$ cat src/rtl/mem_arbiter.sv
// Two-port memory arbiter: a CPU controller and a DMA engine share one memory.
// DMA has priority, but after DMA_BURST back-to-back DMA grants a waiting CPU gets the next slot.
module mem_arbiter #(
   parameter int unsigned ACCESS_CYCLES = 2,
   parameter int unsigned DMA_BURST     = 4
) (
   input  logic clk,
   input  logic reset_,
   input  logic cpu_req,
   input  logic cpu_we,
   input  logic dma_req,
   input  logic dma_we,
   output logic wait_,
   output logic mem_en,
   output logic mem_we,
   output logic mem_sel,
   output logic dma_grant,
   output logic cpu_done,
   output logic dma_done
);

   typedef enum logic [1:0] {StIdle, StAccess, StDone} state_e;

   localparam logic [3:0] AccLoad  = 4'(ACCESS_CYCLES - 1);
   localparam logic [3:0] BurstMax = 4'(DMA_BURST);

   state_e     state_q, state_d;
   logic [3:0] acc_cnt_q, acc_cnt_d;
   logic [3:0] burst_cnt_q, burst_cnt_d;
   logic       mem_en_q, mem_en_d;
   logic       mem_we_q, mem_we_d;
   logic       mem_sel_q, mem_sel_d;
   logic       dma_grant_q, dma_grant_d;
   logic       cpu_done_q, cpu_done_d;
   logic       dma_done_q, dma_done_d;
   logic       grant_dma;

   // CPU only overrides a requesting DMA once the burst budget is spent.
   assign grant_dma = dma_req && !(cpu_req && (burst_cnt_q == BurstMax));

   always_comb begin
      state_d     = state_q;
      acc_cnt_d   = acc_cnt_q;
      burst_cnt_d = burst_cnt_q;
      mem_en_d    = mem_en_q;
      mem_we_d    = mem_we_q;
      mem_sel_d   = mem_sel_q;
      dma_grant_d = dma_grant_q;
      cpu_done_d  = 1'b0;
      dma_done_d  = 1'b0;
      unique case (state_q)
         StIdle: begin
            mem_en_d    = 1'b0;
            dma_grant_d = 1'b0;
            if (cpu_req || dma_req) begin
               state_d     = StAccess;
               acc_cnt_d   = AccLoad;
               mem_en_d    = 1'b1;
               mem_sel_d   = grant_dma;
               dma_grant_d = grant_dma;
               mem_we_d    = grant_dma ? dma_we : cpu_we;
               if (grant_dma) begin
                  burst_cnt_d = (burst_cnt_q < BurstMax) ? burst_cnt_q + 4'd1 : burst_cnt_q;
               end else begin
                  burst_cnt_d = 4'd0;
               end
            end
         end
         StAccess: begin
            if (acc_cnt_q == 4'd0) begin
               state_d    = StDone;
               mem_en_d   = 1'b0;
               cpu_done_d = !mem_sel_q;
               dma_done_d = mem_sel_q;
            end else begin
               acc_cnt_d = acc_cnt_q - 4'd1;
            end
         end
         StDone: begin
            state_d     = StIdle;
            dma_grant_d = 1'b0;
         end
         default: begin
            state_d = StIdle;
         end
      endcase
   end

   always_ff @(posedge clk) begin
      if (!reset_) begin
         state_q     <= StIdle;
         acc_cnt_q   <= 4'd0;
         burst_cnt_q <= 4'd0;
         mem_en_q    <= 1'b0;
         mem_we_q    <= 1'b0;
         mem_sel_q   <= 1'b0;
         dma_grant_q <= 1'b0;
         cpu_done_q  <= 1'b0;
         dma_done_q  <= 1'b0;
      end else begin
         state_q     <= state_d;
         acc_cnt_q   <= acc_cnt_d;
         burst_cnt_q <= burst_cnt_d;
         mem_en_q    <= mem_en_d;
         mem_we_q    <= mem_we_d;
         mem_sel_q   <= mem_sel_d;
         dma_grant_q <= dma_grant_d;
         cpu_done_q  <= cpu_done_d;
         dma_done_q  <= dma_done_d;
      end
   end

   assign mem_en    = mem_en_q;
   assign mem_we    = mem_we_q;
   assign mem_sel   = mem_sel_q;
   assign dma_grant = dma_grant_q;
   assign cpu_done  = cpu_done_q;
   assign dma_done  = dma_done_q;
   // Stall drops in the done cycle so the controller can finish without waiting for IDLE.
   assign wait_     = !(cpu_req && !cpu_done_q);

endmodule

$ cat config.mk
export PLATFORM = sky130hd
export DESIGN_NAME = mem_arbiter
export DESIGN_NICKNAME = d
export VERILOG_FILES = /design/src/rtl/mem_arbiter.sv
export SDC_FILE = /design/constraint.sdc
export NUM_CORES = 1
export LEC_CHECK = 0
export ABC_AREA = 1
export CELL_PAD_IN_SITES_DETAIL_PLACEMENT = 0
export CELL_PAD_IN_SITES_GLOBAL_PLACEMENT = 2
export CORE_ASPECT_RATIO = 0.75
export CORE_MARGIN = 8
export CORE_UTILIZATION = 28
export CTS_CLUSTER_DIAMETER = 100
export DETAILED_ROUTE_END_ITERATION = 16
export PLACE_DENSITY = 0.76
export SYNTH_ARGS = -nofsm -noshare
export SYNTH_HDL_FRONTEND = slang
export SYNTH_SLANG_ARGS = --single-unit
$ cat constraint.sdc
create_clock -name clk -period 1.4 [get_ports clk]
set_clock_uncertainty 0.05 [all_clocks]
set_input_delay 0.28 -clock clk [delete_from_list [all_inputs] [get_ports clk]]
set_output_delay 0.28 -clock clk [all_outputs]
set_load 0.01 [all_outputs]
# Yosys cells after proc, flatten, opt, wreduce, memory -nomap -nowiden
# Index checks and enable logic that the tools add are counted.
dict set report word_totals {
  register_bits 16
  out_inout_bits 7
  wordCells 51
}
dict set report classes {
  add_sub_neg 2
  order_cmp 1
  n_eq_ne 7
  n_mux 14
  reduce_logical 18
}
# op count
set op_table {}
lappend op_table {{4-bit 2-to-1 mux} 4}
lappend op_table {{3-bit AND reduction} 3}
lappend op_table {{4-bit case mux with 2 select lines} 1}
lappend op_table {{2-bit inequality test, second input constant} 3}
lappend op_table {{2-bit AND reduction} 3}
lappend op_table {{4-bit by 1-bit adder with 4-bit output, second input constant} 1}
lappend op_table {{4-bit by 3-bit equality test with 1-bit output, second input constant} 1}
lappend op_table {{1-bit zero test} 4}
lappend op_table {{4-bit zero test} 1}
lappend op_table {{4-bit by 3-bit < comparator with 1-bit output, second input constant} 1}
lappend op_table {{1-bit 2-to-1 mux} 4}
lappend op_table {{2-bit 2-to-1 mux} 2}
lappend op_table {{1-bit case mux with 2 select lines} 2}
lappend op_table {{2-bit case mux with 2 select lines} 1}
lappend op_table {{2-bit nonzero test} 2}
lappend op_table {{4-bit by 1-bit subtractor with 4-bit output, second input constant} 1}
lappend op_table {{1-bit logical AND} 3}
lappend op_table {{2-bit by 1-bit equality test with 1-bit output, second input constant} 1}
lappend op_table {{2-bit equality test, second input constant} 1}
lappend op_table {{2-bit zero test} 1}
lappend op_table {{2-bit by 1-bit inequality test with 1-bit output, second input constant} 1}
lappend op_table {{1-bit logical OR} 1}

# Longest topological paths before layout
# Gate-level depths: netlist of run 1.
dict set report depth {
  word_depth 6
  ltp_mapped 10
}

# Worst setup path before layout of run 1
# No wires, ideal clock.
dict set report synth_path {
  path_kind {reg-to-reg}
  start {register burst_cnt_q[0]}
  end {register burst_cnt_q[0]}
  t_arrival_ns 1.077
  required_time_ns 1.237
  setup_slack_ns 0.160
  stages_incl_launch_ff 11
  n_path_buf 0
  period_less_slack_ns 1.240
  path_cell_list {dfxtp_1 > inv_1 > ha_1 > nand2_1 > inv_1 > nand2_2 > nand3_2 > nand2_2 > inv_2 > nor2_1 > nor2_1}
}
dict set report synth_between {
  elab_chain_cells 6
  elab_cells_between_ends 10
  classes_between {1 x add/sub; 1 x order compare; 2 x eq/ne; 2 x mux; 4 x reduce/logical}
}
# element line
set synth_rtl {}
lappend synth_rtl {{from (decl)} 29} ;# logic [3:0] burst_cnt_q, burst_cnt_d;
lappend synth_rtl {{from (signal assigned)} 103} ;# burst_cnt_q <= burst_cnt_d;
lappend synth_rtl {{4-bit by 3-bit equality test with 1-bit output} 39} ;# assign grant_dma = dma_req && !(cpu_req && (burst_cnt_q == BurstMax));
lappend synth_rtl {{1-bit logical AND} 39}
lappend synth_rtl {{1-bit zero test} 39}
lappend synth_rtl {{1-bit logical AND} 39}
lappend synth_rtl {{2-bit by 1-bit inequality test with 1-bit output (no line)} n/a}
lappend synth_rtl {{3-bit AND reduction (no line)} n/a}
# Several ways; a longest one is shown, not always the timed one. The select of a mux whose other input is x is not followed.
# A chain may end at the register's enable or synchronous reset.

# Final worst setup path of run 1
dict set report layout_path {
  start {register cpu_done_q, in the netlist cpu_done}
  end {output wait_}
}
dict set report layout_between {
  elab_chain_cells 3
}
# element line
set layout_rtl {}
lappend layout_rtl {{from (decl)} 34} ;# logic cpu_done_q, cpu_done_d;
lappend layout_rtl {{from (signal assigned)} 108} ;# cpu_done_q <= cpu_done_d;
lappend layout_rtl {{1-bit zero test} 120} ;# assign wait_ = !(cpu_req && !cpu_done_q);
lappend layout_rtl {{1-bit logical AND} 120}
lappend layout_rtl {{1-bit zero test} 120}
lappend layout_rtl {{to (decl)} 13} ;# output logic wait_,
# Every way passes these cells.

==> results of run 1 <==
==> worst max-delay path, cell delays in order, from the launching register on <==
cell and delay, ns:
dfxtp_2 0.33, or2_4 0.24, buf_6 0.12
==> logic make-up (layout without fill, tap and decap cells) <==
logic type | Yosys count | count (layout)
and+or+nand+nor | 55 | 55
buffers and inverters | 19 | 44
DFF | 16 | 16
AOI/OAI and AO/OA | 10 | 10
adders and majority gates | 4 | 4
==> where the power goes <==
| part | switching, mW | leakage (nW) | internal (mW) |
|---|---|---|---|
| Sequential | 0.0432 | 0.132 | 0.518 |
| Combinational | 0.235 | 0.359 | 0.181 |
| Clock | 0.158 | 0.0210 | 0.158 |
| Total | 0.436 | 0.513 | 0.858 |
==> per-stage QoR <==
stage / setup TNS [ns] / worst slack (ns) / util (%) / power [mW] / cell area [sq um]
2_1_floorplan: 0 / 0.160 / - / 0.820 / 758
3_3_place_gp: -2.70 / -0.459 / 38.2 / 0.983 / 993
3_5_place_dp: -2.69 / -0.476 / 38.2 / 0.983 / 993
4_1_cts: 0 / 0.0313 / 39.3 / 1.29 / 1020
5_1_grt: 0 / 0.00820 / 40.2 / 1.39 / 1050
6_report: 0 / 0.0979 / 40.2 / 1.29 / 1050
==> layer usage <==
| metal | wire, um | track usage [%] | part of all wire (%) |
|---|---|---|---|
| met5 | 0 | 0 | 0 |
| met2 | 639 | 10.2 | 37 |
| met1 | 962 | 10.5 | 56 |
| met3 | 104 | 3.50 | 6.0 |
| met4 | 27 | 4.09 | 1.6 |
==> synthesized netlist by cell type <==
library cell	count	area share [%]
nand4_1	1	0.83
nor2_1	13	6.4
nand3_1	11	7.3
inv_2	5	2.5
nand2_2	3	2.5
nor2_2	3	2.5
or2_2	1	0.83
buf_2	1	0.66
nand3_2	1	1.3
dfxtp_1	16	42
ha_1	4	6.6
o21ai_2	1	1.2
a21oi_1	4	2.6
o21ai_1	3	2.0
nand3b_1	1	0.99
o21ai_0	2	1.3
clkinv_1	1	0.49
nand2_1	16	7.9
nor3_1	4	2.6
inv_1	12	5.9
nor3_2	1	1.3
==> cell type report <==
cell class              instances  area (sq um)
fillers                       312          1560
multi-input cells              69           388
flip-flops and latches         16           323
repair buffers                 22           188
inverters                      18          67.6
well taps                      36          45.0
clock buffers                   4          36.3
==> flip-flops by register name (all words and copies together) (netlist names) <==
name         count
acc_cnt_q        4
burst_cnt_q      4
state_q          2
cpu_done         1
dma_done         1
dma_grant        1
mem_en           1
mem_sel          1
mem_we           1
==> final timing paths <==
kind,slack [ns],depth (start not counted),endpoint,from
max,0.1,2,wait_,cpu_done$_SDFF_PN0_
min,0.40,1,cpu_done$_SDFF_PN0_,mem_sel$_SDFFE_PN0P_
max reg2reg,0.12,7,acc_cnt_q[2]$_SDFFE_PN0P_,acc_cnt_q[0]$_SDFFE_PN0P_
min reg2reg,0.40,1,cpu_done$_SDFF_PN0_,mem_sel$_SDFFE_PN0P_
==> repair_timing <==
item                                    4_1_cts  5_1_grt
hold endpoints to repair                      0        0
endpoints found under the setup margin        7        9
gates cloned                                  0        0
resized for setup                            12        7
pin swaps                                     0        1
==> parameters.txt, run 1 <==
Parameter                              Value

Final layout
  Synthesis-to-finish area growth ... 38.1%
  Non-Filler Instances ... 165
  Antenna fix cells ... 0
  Layout Nets ... 140
  Most frequent cells in the layout ... 16 x nand2_1, 14 x dfxtp_1, 13 x nor2_1
  Fraction of layout cells with a size suffix above 1 ... 26.4%
  Commonest non-fill, non-tap cell in the layout ... nand2_1

Placed design
  Number of instances in the placed design ... roughly 160
  Gpl congestion ... 0.747
  Number of input and output port buffers inserted ... 12
  HPWL after detailed placement ... 1350 um

Routing
  Wirelength, routed ... 1730 um
  Remaining DRCs ... 0
  Detailed Routing Iterations Pass 1 ... 4
  Number of vias after detailed routing ... around 680
  Count of nets left with antenna violations after detail routing ... 0
  Post-detailed-route via-to-cell ratio ... 4.13
  Iteration-0 DRC count of the detailed router ... 32
  Final routed wire length divided by cell count ... ~11 um

Power
  Areal power density over the cells ... approximately 1200 mW/mm^2
  Worst IR Drop VDD ... 0.000495 V
  Leakage dissipation ... 0.513 nW

Timing
  Ratio of final minimum period to clock period ... ~93%
  Final Hold Violating Endpoints ... 0
  Transition at the pin with the smallest max-transition slack ... 0.317 ns
  Worst hold margin ... between 0.4 and 0.5 ns
  Unrepaired setup endpoints after global routing ... false
  Final setup fails ... 0
  Worst rel slew slack ... 78.7%
  Highest attainable clock frequency ... between 0.7 and 0.8 GHz
  Pins Over Slew Limit ... 0
  Final critical-path required period ... 1.30 ns

Logic synthesis
  Count of different cell masters after synthesis ... 21
  Number of warnings issued by yosys ... 0
  Synthesized-area fraction occupied by xor and xnor cells ... 0%
  Synthesized-area fraction occupied by and/or/nand/nor cells ... 34.5%
  Net count after synthesis ... ~110
  Multiplexer area fraction after synthesis ... 0%
  Sequential fraction of the synthesis area ... 42.2%
  Cell count after synthesis ... roughly 100
  Average cell area after synthesis ... 7.29 sq um
  Combinational family with the most area after synthesis ... simple AND/OR/NAND/NOR gates
  Number of synthesized register bits ... 16
  Synthesized area ... 758 sq um
  Share of the synthesized area in compound gates (AO/OA/AOI/OAI) ... 7.10%
  Adder and majority gate portion of the synthesized area ... 6.60%

Die
  Effective utilization at floorplan ... 29.1%
  Number of rows in the core area ... 16
  Area of the core ... 0.00260 sq mm
  Die Y ... between 60 and 70 um
  Die area ... 0.00465 sq mm
  Die outline width ... about 76 um
  Top-Level Pins ... 13

GRT
  Via count of the first global-routing pass ... 620
  Overall fraction of global-route tracks in use ... about 8%
  Maximum number of pins on one net before global-route repair ... 10
  Initial antenna violation count ... 0
  Wire length of the first global-routing pass ... 2840 um
  Global route overflow ... 0

CTS
  TritonCTS buffer count ... 3
  Clock tree from TritonCTS ... yes
  Number of buffers inserted by hold repair at cts ... 0
  Clock insertion delay at the later pin of the skew report ... 0.29 ns
  Clock edge transition at the registers on the reported setup and hold paths ... 0.10 ns
  Clock Root Buffer ... clkbuf_4
  Clock buffer depth ... 2
  Number of levels in the clock H-tree ... 1
  Total setup buffers inserted after CTS ... 0
  TritonCTS Sinks ... 16

Hold path
  Hold WC Path Type ... flip-flop to flip-flop

Critical path
  Startpoint type of the worst setup path ... flip-flop
  Critical Setup Path Class ... flip-flop to primary output
  Critical Path RT ... 1.07 ns
  Crit path arrival time ... 0.97 ns
  Max Fanout on Critical Path ... 2
  Critical Path Sink Type ... primary output

Job
  Reported max-cap violation count ... 0

Outcome
  Run status ... finished clean
Power figures use the tool's default switching activity.
==> run 2: changes to the inputs <==
CAP_MARGIN = 10   (was unset)
CORE_MARGIN = 2   (was 8)
==> parameters.txt, run 2 (same netlist as run 1, synthesis figures left out) <==
Parameter                              Value

Outcome
  Run status ... finished clean (unchanged)

Die
  Die area ... 0.00314 sq mm (was 0.00465 sq mm)
  Top-Level Pins ... 13 (unchanged)
  Area of the core ... 0.00258 sq mm (was 0.00260 sq mm)
  Die Y ... 49.1 um (was 61.1 um)
  Die outline width ... 64.1 um (was 76.1 um)
  Number of rows in the core area ... 16 (unchanged)
  Effective utilization at floorplan ... 29.4% (was 29.1%)

CTS
  Number of levels in the clock H-tree ... 1 (unchanged)
  Clock buffer depth ... 2 (unchanged)
  TritonCTS Sinks ... 16 (unchanged)
  TritonCTS buffer count ... 3 (unchanged)
  Clock insertion delay at the later pin of the skew report ... 0.29 ns (about the same)
  Number of buffers inserted by hold repair at cts ... 0 (unchanged)
  Clock Root Buffer ... clkbuf_4 (unchanged)
  Clock tree from TritonCTS ... yes (unchanged)
  Clock edge transition at the registers on the reported setup and hold paths ... 0.09 ns (was 0.10 ns)

Final layout
  Top Registers ... acc_cnt_q x4, burst_cnt_q x4, state_q x2 (unchanged)
  Fraction of layout cells with a size suffix above 1 ... 25.8% (was 26.4%)
  Synthesis-to-finish area growth ... 36.8% (was 38.1%)
  Filler Cell Count ... 283 (was 312)
  Most frequent cells in the layout ... 16 x nand2_1, 13 x nor2_1, 13 x dfxtp_1 (was 16 x nand2_1, 14 x dfxtp_1, 13 x nor2_1)
  Commonest non-fill, non-tap cell in the layout ... nand2_1 (unchanged)
  Layout Nets ... 139 (was 140)
  Antenna fix cells ... 0 (unchanged)

Critical path
  Beginning of the critical path ... cpu_done$_SDFF_PN0_ (unchanged)
  Max Fanout on Critical Path ... 2 (unchanged)
  Critical R2R Launch ... burst_cnt_q[0]$_SDFFE_PN0P_ (was acc_cnt_q[0]$_SDFFE_PN0P_)
  Crit path arrival time ... 0.96 ns (was 0.97 ns)
  Kind of cell adding the most delay to the critical path ... flip-flops (unchanged)
  CP max-delay cell ... dfxtp_2 (unchanged)
  Critical Path Sink Type ... primary output (unchanged)
  Critical Setup Path Class ... flip-flop to primary output (unchanged)
  Bufs and invs on worst path ... 1 (unchanged)
  Critical Path RT ... 1.07 ns (about the same)
  Startpoint type of the worst setup path ... flip-flop (unchanged)
  Crit-path max cell delay ... 0.33 ns (about the same)
  Critical path cell sequence ... or2_4, buf_6 (unchanged)

Placed design
  Gpl congestion ... 0.751 (was 0.747)
  HPWL after detailed placement ... 1230 um (was 1350 um)
  Number of input and output port buffers inserted ... 12 (unchanged)

Routing
  Post-detailed-route via-to-cell ratio ... 4.24 (was 4.13)
  Count of nets left with antenna violations after detail routing ... 0 (unchanged)
  Final routed wire length divided by cell count ... 9.52 um (was 10.5 um)
  Wirelength, routed ... 1560 um (was 1730 um)
  Iteration-0 DRC count of the detailed router ... 8 (was 32)
  Remaining DRCs ... 0 (unchanged)
  Detailed Routing Iterations Pass 1 ... 2 (was 4)
  Number of vias after detailed routing ... 695 (was 682)

Timing
  Ratio of final minimum period to clock period ... 92.2% (was 93.0%)
  Highest attainable clock frequency ... 0.775 GHz (was 0.768 GHz)
  Worst rel slew slack ... 82.0% (was 78.7%)
  Final setup fails ... 0 (unchanged)
  Worst hold margin ... 0.403 ns (was 0.402 ns)
  Unrepaired setup endpoints after global routing ... true (was false)
  Final critical-path required period ... 1.29 ns (was 1.30 ns)
  Final Hold Violating Endpoints ... 0 (unchanged)
  Transition at the pin with the smallest max-transition slack ... 0.269 ns (was 0.317 ns)
  Pins Over Slew Limit ... 0 (unchanged)

GRT
  Via count of the first global-routing pass ... 598 (was 620)
  Overall fraction of global-route tracks in use ... 11.2% (was 7.86%)
  Wire length of the first global-routing pass ... 2660 um (was 2840 um)
  Global route overflow ... 0 (unchanged)
  Maximum number of pins on one net before global-route repair ... 10 (unchanged)
  Initial antenna violation count ... 0 (unchanged)

Power
  Areal power density over the cells ... 1220 mW/mm^2 (was 1240 mW/mm^2)
  Sum of internal, switching and leakage power ... 1.26 mW (was 1.29 mW)
  Worst IR Drop VDD ... 0.000490 V (was 0.000495 V)
  Leakage dissipation ... 0.507 nW (was 0.513 nW)

Hold path
  Hold wc startpoint ... mem_sel$_SDFFE_PN0P_ (unchanged)
  Hold WC Path Type ... flip-flop to flip-flop (unchanged)

Job
  Reported max-cap violation count ... 0 (unchanged)
==> run 2: cell count changes in the layout (fill, tap and decap cells not counted) <==
cell	before	now
buf_4	10	9
dfxtp_2	2	3
a21oi_1	3	4
dfxtp_1	14	13
a21oi_2	1	0
==> run 2: routing by layer <==
layer  track usage, %  part of all wire [%]
met1             15.3                    55
met2             15.6                    39
met3             5.31                   5.1
met4             3.19                  0.96
met5                0                     0
==> run 2: metrics by stage <==
| stage | util [%] | setup TNS (ns) | instances | cell area, sq um | setup WS [ns] |
|---|---|---|---|---|---|
| 2_1_floorplan | - | 0 | 104 | 758 | 0.160 |
| 3_5_place_dp | 38.2 | -2.79 | 160 | 986 | -0.474 |
| 4_1_cts | 39.1 | 0 | 164 | 1010 | 0.0215 |
| 6_report | 40.2 | 0 | 164 | 1040 | 0.109 |
| 3_3_place_gp | 38.2 | -2.67 | 160 | 986 | -0.466 |
| 5_1_grt | 40.2 | -0.00288 | 164 | 1040 | -0.00288 |
==> run 2: timing repair <==
item	4_1_cts	5_1_grt
hold endpoints to repair	0	0
pin swaps	0	1
gates resized for setup	11	8
buffers inserted	0	0
endpoints found under the setup margin	7	8
cloned	0	0
==> run 2: worst register-to-register path, cell delays in order, from the launching register on <==
cell and delay [ns]:
dfxtp_2 0.34, inv_1 0.05, ha_1 0.19, nand2_1 0.05, inv_1 0.06, nand2_4 0.09
nand3_4 0.10, nand2_2 0.07, inv_2 0.05, nor2_1 0.08, nor2_1 0.05
==> run 2: path summary, 6_finish.rpt <==
| path | to | cells after the start | slack [ns] |
|---|---|---|---|
| worst max register to register | burst_cnt_q[0]$_SDFFE_PN0P_ | 10 | 0.12 |
| worst min-delay path | cpu_done$_SDFF_PN0_ | 1 | 0.40 |
| worst max-delay path | wait_ | 2 | 0.11 |
| worst min register to register | cpu_done$_SDFF_PN0_ | 1 | 0.40 |
==> run 2: cell type report <==
class                   count  area, sq um  area share, %
well taps                  36         45.0           4.34
inverters                  18         67.6           6.51
multi-input cells          69          384           37.0
repair buffers             21          180           17.4
flip-flops and latches     16          324           31.2
clock buffers               4         36.3           3.50
==> run 2: power breakdown <==
group          internal (mW)  total [mW]  switching [mW]  leakage, nW
logic                  0.172       0.392           0.221        0.353
clock network          0.158       0.307           0.149       0.0210
registers              0.520       0.563          0.0433        0.133
==> RTL change 1 (config.mk and constraints of run 2) <==
Encoding of `state_e`: now one-hot (3 bits for 3 states).
--- a/src/rtl/mem_arbiter.sv
+++ b/src/rtl/mem_arbiter.sv
@@ -19,7 +19,7 @@
    output logic dma_done
 );
 
-   typedef enum logic [1:0] {StIdle, StAccess, StDone} state_e;
+   typedef enum logic [2:0] {StIdle = 3'b001, StAccess = 3'b010, StDone = 3'b100} state_e;
 
    localparam logic [3:0] AccLoad  = 4'(ACCESS_CYCLES - 1);
    localparam logic [3:0] BurstMax = 4'(DMA_BURST);
Formal check against the unedited RTL: no difference found for any inputs over 10 cycles, from zero or initial values and one cycle with reset_ low; not proved beyond that.
==> RTL change 1 against run 2 <==
Synthesized area is 11% higher. Cell area rose by 6.4%. Sequential cell count increased by 1. Wire length up 9.2%. Count of clock-buffer cells in the layout did not move. Synthesized cell count up 6.7%. Total power grew 2.7%. Non-clock buffer count fell by 2. Setup slack lost 0.0073 ns. First-iteration DRC count rose to 3.9 times the old value. Largest power group unchanged.
==> RTL change 1: results (changes against run 2) <==
STA
  • Worst slew pin tran: 0.301 ns (+0.0312 ns)
  • Fin worst setup slack: 0.102 ns (-0.00733 ns)

Global route
  • Number of global-route vias before repair: 644 (+7.7%)
  • Overall routing resource usage: 12.1% (+0.95 points)
  • First-pass GRT wire length: 3.08 mm (+16%)
  • Largest net degree at the start of global routing: 10 (unchanged)

Placed design
  • Cell total after placement: 167 (+4.4%)
  • Final GP Congestion: 0.727 (-3.2%)
  • Placement Setup Slack: -0.453 ns (+0.0204 ns)
  • Port Buf Inserts: 12 (unchanged)
  • Dpl hpwl: 1.40 mm (+14%)
  • Placed cell area: 1050 um^2 (+7.0%)

Drt
  • Vias/cell: 4.27 (+0.87%)
  • Vias: 731 (+5.2%)
  • DR WL/cell: 9.98 um (+4.7%)
  • Iter 0 DRT Violations: 31 (+23)
  • # DRC: 0 (unchanged)
  • TritonRoute pass-1 iters: 4 (+2)

Power
  • Clock-net power: 355 uW (+16%)
  • Power Combinational: 363 uW (-7.4%)
  • Sw Pwr: 400 uW (-3.0%)
  • Max rail drop VDD: 0.506 mV (+3.2%)
  • Pleak: 0.523 nW (+3.2%)
  • Total power: 1.30 mW (+2.7%)

Clocking
  • Worst-Skew Late Latency: 0.24 ns (-0.05 ns)
  • H-tree Lvls: 1 (unchanged)
  • Post-CTS Resized: 12 (+1)
  • CTS clock-pin slew for the worst setup and hold paths: 0.06 ns (-0.03 ns)
  • Post-CTS Setup Bufs: 0 (unchanged)
  • Root Driver: clkbuf_8
  • CTS buffer count: 3 (unchanged)
  • Clock buffer depth: 2 (unchanged)

Critical path
  • Reg2reg path depth: 10 (unchanged)
  • FF-to-FF Start: burst_cnt_q[0]
  • Arr. time, crit path: 0.97 ns
  • Worst R2R End: burst_cnt_q[1]
  • Worst path slowest cell: dfxtp_1
  • R2r setup slk: 0.13 ns
  • CP peak stage delay: 0.31 ns (-0.02 ns)
  • Worst setup path startpoint: cpu_done

Logic synthesis
  • Avg Cell Area, Syn: 7.55 um^2 (+3.6%)
  • Register area share after synthesis: 40.6% (-1.6 points)
  • Post-Synth Adder-Cell Area: 5.97% (-0.63 points)
  • Largest family of logic cells by synthesized area: simple AND/OR/NAND/NOR gates
  • Ranking of synthesized cells by area: dfxtp_1 41%, nand2_1 8.1%, nand3_1 7.8%
  • Mapped Nets: 121 (+6.1%)
  • Post-synth top cells: 18 x nand2_1, 17 x dfxtp_1, 16 x inv_1
  • Mux share of post-synthesis cell area: 0% (unchanged)
  • Synth cell types: 23 (+9.5%)
  • Compound-Gate Fraction of Synth Area: 7.76% (+0.67 points)
  • Ys Warns: 0 (unchanged)
  • Top FF cell, synth: dfxtp_1

Run status
  • Status: finished, final reports clean

Min path
  • Hold EP: cpu_done
  • Worst min-delay path category: flop to flop

Finish
  • N_diodes: 0 (unchanged)
  • Largest registers: acc_cnt_q x4, burst_cnt_q x4, state_q x3
  • Final nets: 144 (+3.6%)
  • Fill cells: 322 (+14%)
  • Share of cells above drive strength 1: 21.8% (-4.0 points)
[RTL change 1: changes by cell type in the layout (fill, tap and decap cells not counted), moves of 3 or more]
cell / delta
inv_1: +4
clkbuf_4: -3
dfxtp_1: +3
nand2_2: +3
nor2_1: -3
[RTL change 1: final cells by class]
type,instances,area [um^2],area share (%)
multi-input combinational,74,433,39.2
tap,38,47.5,4.31
timing repair buffer,19,165,15.0
clock buffer,4,45.0,4.08
sequential,17,342,31.0
inverter,19,71.3,6.46
[RTL change 1: per-layer routing]
layer	share of wire (%)	vias up	track usage (%)
li1	-	401	-
met3	4.7	2	3.96
met1	58	314	18.6
met4	1.3	0	4.08
met2	36	14	15.3
met5	0	-	0
[RTL change 1: through the flow]
stage | hold slack (ns) | TNS (ns)
2_1_floorplan | 0.386 | 0
3_3_place_gp | 0.394 | -2.95
3_5_place_dp | 0.393 | -2.79
5_1_grt | 0.413 | 0
4_1_cts | 0.397 | 0
6_report | 0.390 | 0
==> RTL change 2 (settings of run 2) <==
Made on the original files. Reset style: asynchronous (`reset_`), changed in one clocked block.
--- a/src/rtl/mem_arbiter.sv
+++ b/src/rtl/mem_arbiter.sv
@@ -86,7 +86,7 @@
       endcase
    end
 
-   always_ff @(posedge clk) begin
+   always_ff @(posedge clk or negedge reset_) begin
       if (!reset_) begin
          state_q     <= StIdle;
          acc_cnt_q   <= 4'd0;
Behaviour: differs if reset_ is asserted again (counterexample within 4 cycles, from zero or initial values and one cycle with reset_ low); with reset_ held inactive, the same outputs for 10 cycles.
==> RTL change 2 against run 2 <==
Count of clock-buffer cells in the layout unchanged. Via count down 5.6%. Synthesized area up 8.9%. Setup slack worse by 0.066 ns. Global-route usage down 0.57 points. Cell count down 4.3%. Wire length down 0.83%. Die area up 8.3%. Sequential cell count unchanged. Cell area up 6.0%.
Power is not compared: it rests on default switching activity, and its combinational part moved more than twofold at a synthesized area within 25%.
==> RTL change 2: results (changes against run 2) <==
Run status
  • Status: finished, final reports clean

Finish
  • Share of cells above drive strength 1: 25.2% (-0.57 points)
  • Multi-input combinational area share: 34.4% (-2.7 points)
  • Final clock-cell share: 5.01% (+1.5 points)
  • Multi-In Gates: 64 (-7.2%)
  • Inverters: 16 (-2)
  • NonClk Buf Share: 14.4% (-2.9 points)
  • Fill cells: 302 (+6.7%)
  • Non-CTS buffers: 19 (-9.5%)
  • Register Area: 400 um^2 (+24%)

Critical path
  • Reg2reg path depth: 7 (-3)
  • Worst setup path startpoint: cpu_done
  • CP peak stage delay: 0.36 ns (+0.03 ns)
  • Arr. time, crit path: 1.03 ns (+0.07 ns)
  • Critical path destination: wait_
  • Worst R2R End: acc_cnt_q[0]
  • FF-to-FF Start: acc_cnt_q[1]
  • Worst path slowest cell: dfrtp_1

Drt
  • Vias: 656 (-5.6%)
  • WL met1: 820 um (-4.8%)
  • TritonRoute pass-1 iters: 4 (+2)
  • Iter 0 DRT Violations: 17 (+9)
  • Routed WL: 1.55 mm (-0.83%)
  • Met2 Routed Length: 610 um (+0.99%)
  • DR WL met3: 101 um (+26%)

Min path
  • Worst min-delay path category: primary input to asynchronous set/reset pin

Global route
  • GR Layer Usage met1: 13.1% (-2.2 points)
  • First-pass GRT wire length: 2.61 mm (-1.8%)
  • Number of global-route vias before repair: 618 (+3.3%)
  • Overall routing resource usage: 10.6% (-0.57 points)
  • GR Util met2: 15.3% (-0.29 points)

STA
  • Fin crit share: 97.0% (+4.7 points)
  • Slew margin rel.: 76.5% (-5.5 points)

Logic synthesis
  • Leading area contributor after synthesis: dfrtp_1
  • Xor/xnor cell area share of the yosys netlist: 1.06% (+1.1 points)
  • Post-synth ARST share: 100% (+100 points)
  • Compound-Gate Fraction of Synth Area: 7.88% (+0.78 points)
  • Synth cell types: 23 (+9.5%)
  • Ranking of synthesized cells by area: dfrtp_1 48%, nand2_1 11%, inv_1 6.4%
  • Register area share after synthesis: 48.5% (+6.2 points)
  • Mapped Nets: 105 (-7.9%)
  • Post-synth top cells: 24 x nand2_1, 16 x dfrtp_1, 14 x inv_1
  • Post-Synth Adder-Cell Area: 4.55% (-2.1 points)

Clocking
  • CTS clock-pin slew for the worst setup and hold paths: 0.06 ns (-0.03 ns)
  • Worst-Skew Late Latency: 0.25 ns (-0.04 ns)

Placed design
  • Final GP Congestion: 0.773 (+3.0%)
  • Placement Setup Slack: -0.457 ns (+0.0166 ns)
  • Dpl hpwl: 1.21 mm (-1.5%)
-- RTL change 2: cell types whose count changed in the layout (fill, tap and decap cells not counted), sizes merged, moves of 4 or more --
cell   before  now
dfrtp       0   16
a21oi       4    0
nand2      19   27
nor3        5    0
dfxtp      16    0
nand3      12    5
-- RTL change 2: power groups by stage --
stage / logic, mW / clock network, mW / registers [mW]
5_1_grt: 1.37 / 0.431 / 0.790
3_5_place_dp: 1.24 / 0 / 0.774
3_3_place_gp: 1.23 / 0 / 0.772
6_report: 1.20 / 0.397 / 0.763
4_1_cts: 1.19 / 0.410 / 0.764
2_1_floorplan: 0.786 / 0 / 0.794
-- RTL change 2: cell families after synthesis --
| family | Yosys count |
|---|---|
| simple gates | 52 |
| buf+inv | 16 |
| flops | 16 |
| compound gates | 8 |
| fa+ha+maj | 3 |
| xor+xnor | 1 |
-- RTL change 2: through the flow --
stage | cell area [um^2] | hold WS, ns | instances | total power [mW]
3_5_place_dp | 1050 | 0.411 | 153 | 2.01
6_report | 1100 | 0.298 | 157 | 2.36
3_3_place_gp | 1050 | 0.434 | 153 | 2.00
2_1_floorplan | 826 | -0.0656 | 96 | 1.58
5_1_grt | 1100 | 0.317 | 157 | 2.59
4_1_cts | 1090 | 0.309 | 157 | 2.36
-- RTL change 2: repair_timing --
item | 4_1_cts | 5_1_grt
endpoints found under the setup margin | 7 | 5
resized for setup | 11 | 4
endpoints found under the hold margin | 0 | 0
setup buffers | 0 | 0
-- RTL change 2: worst reg2reg max path, stage by stage, from the launching register on --
cell     delay [ns]
dfrtp_1        0.37
inv_1          0.12
ha_2           0.22
nand2_1        0.10
nand2_4        0.09
nand2_4        0.08
o21ai_2        0.08
o21ai_2        0.06
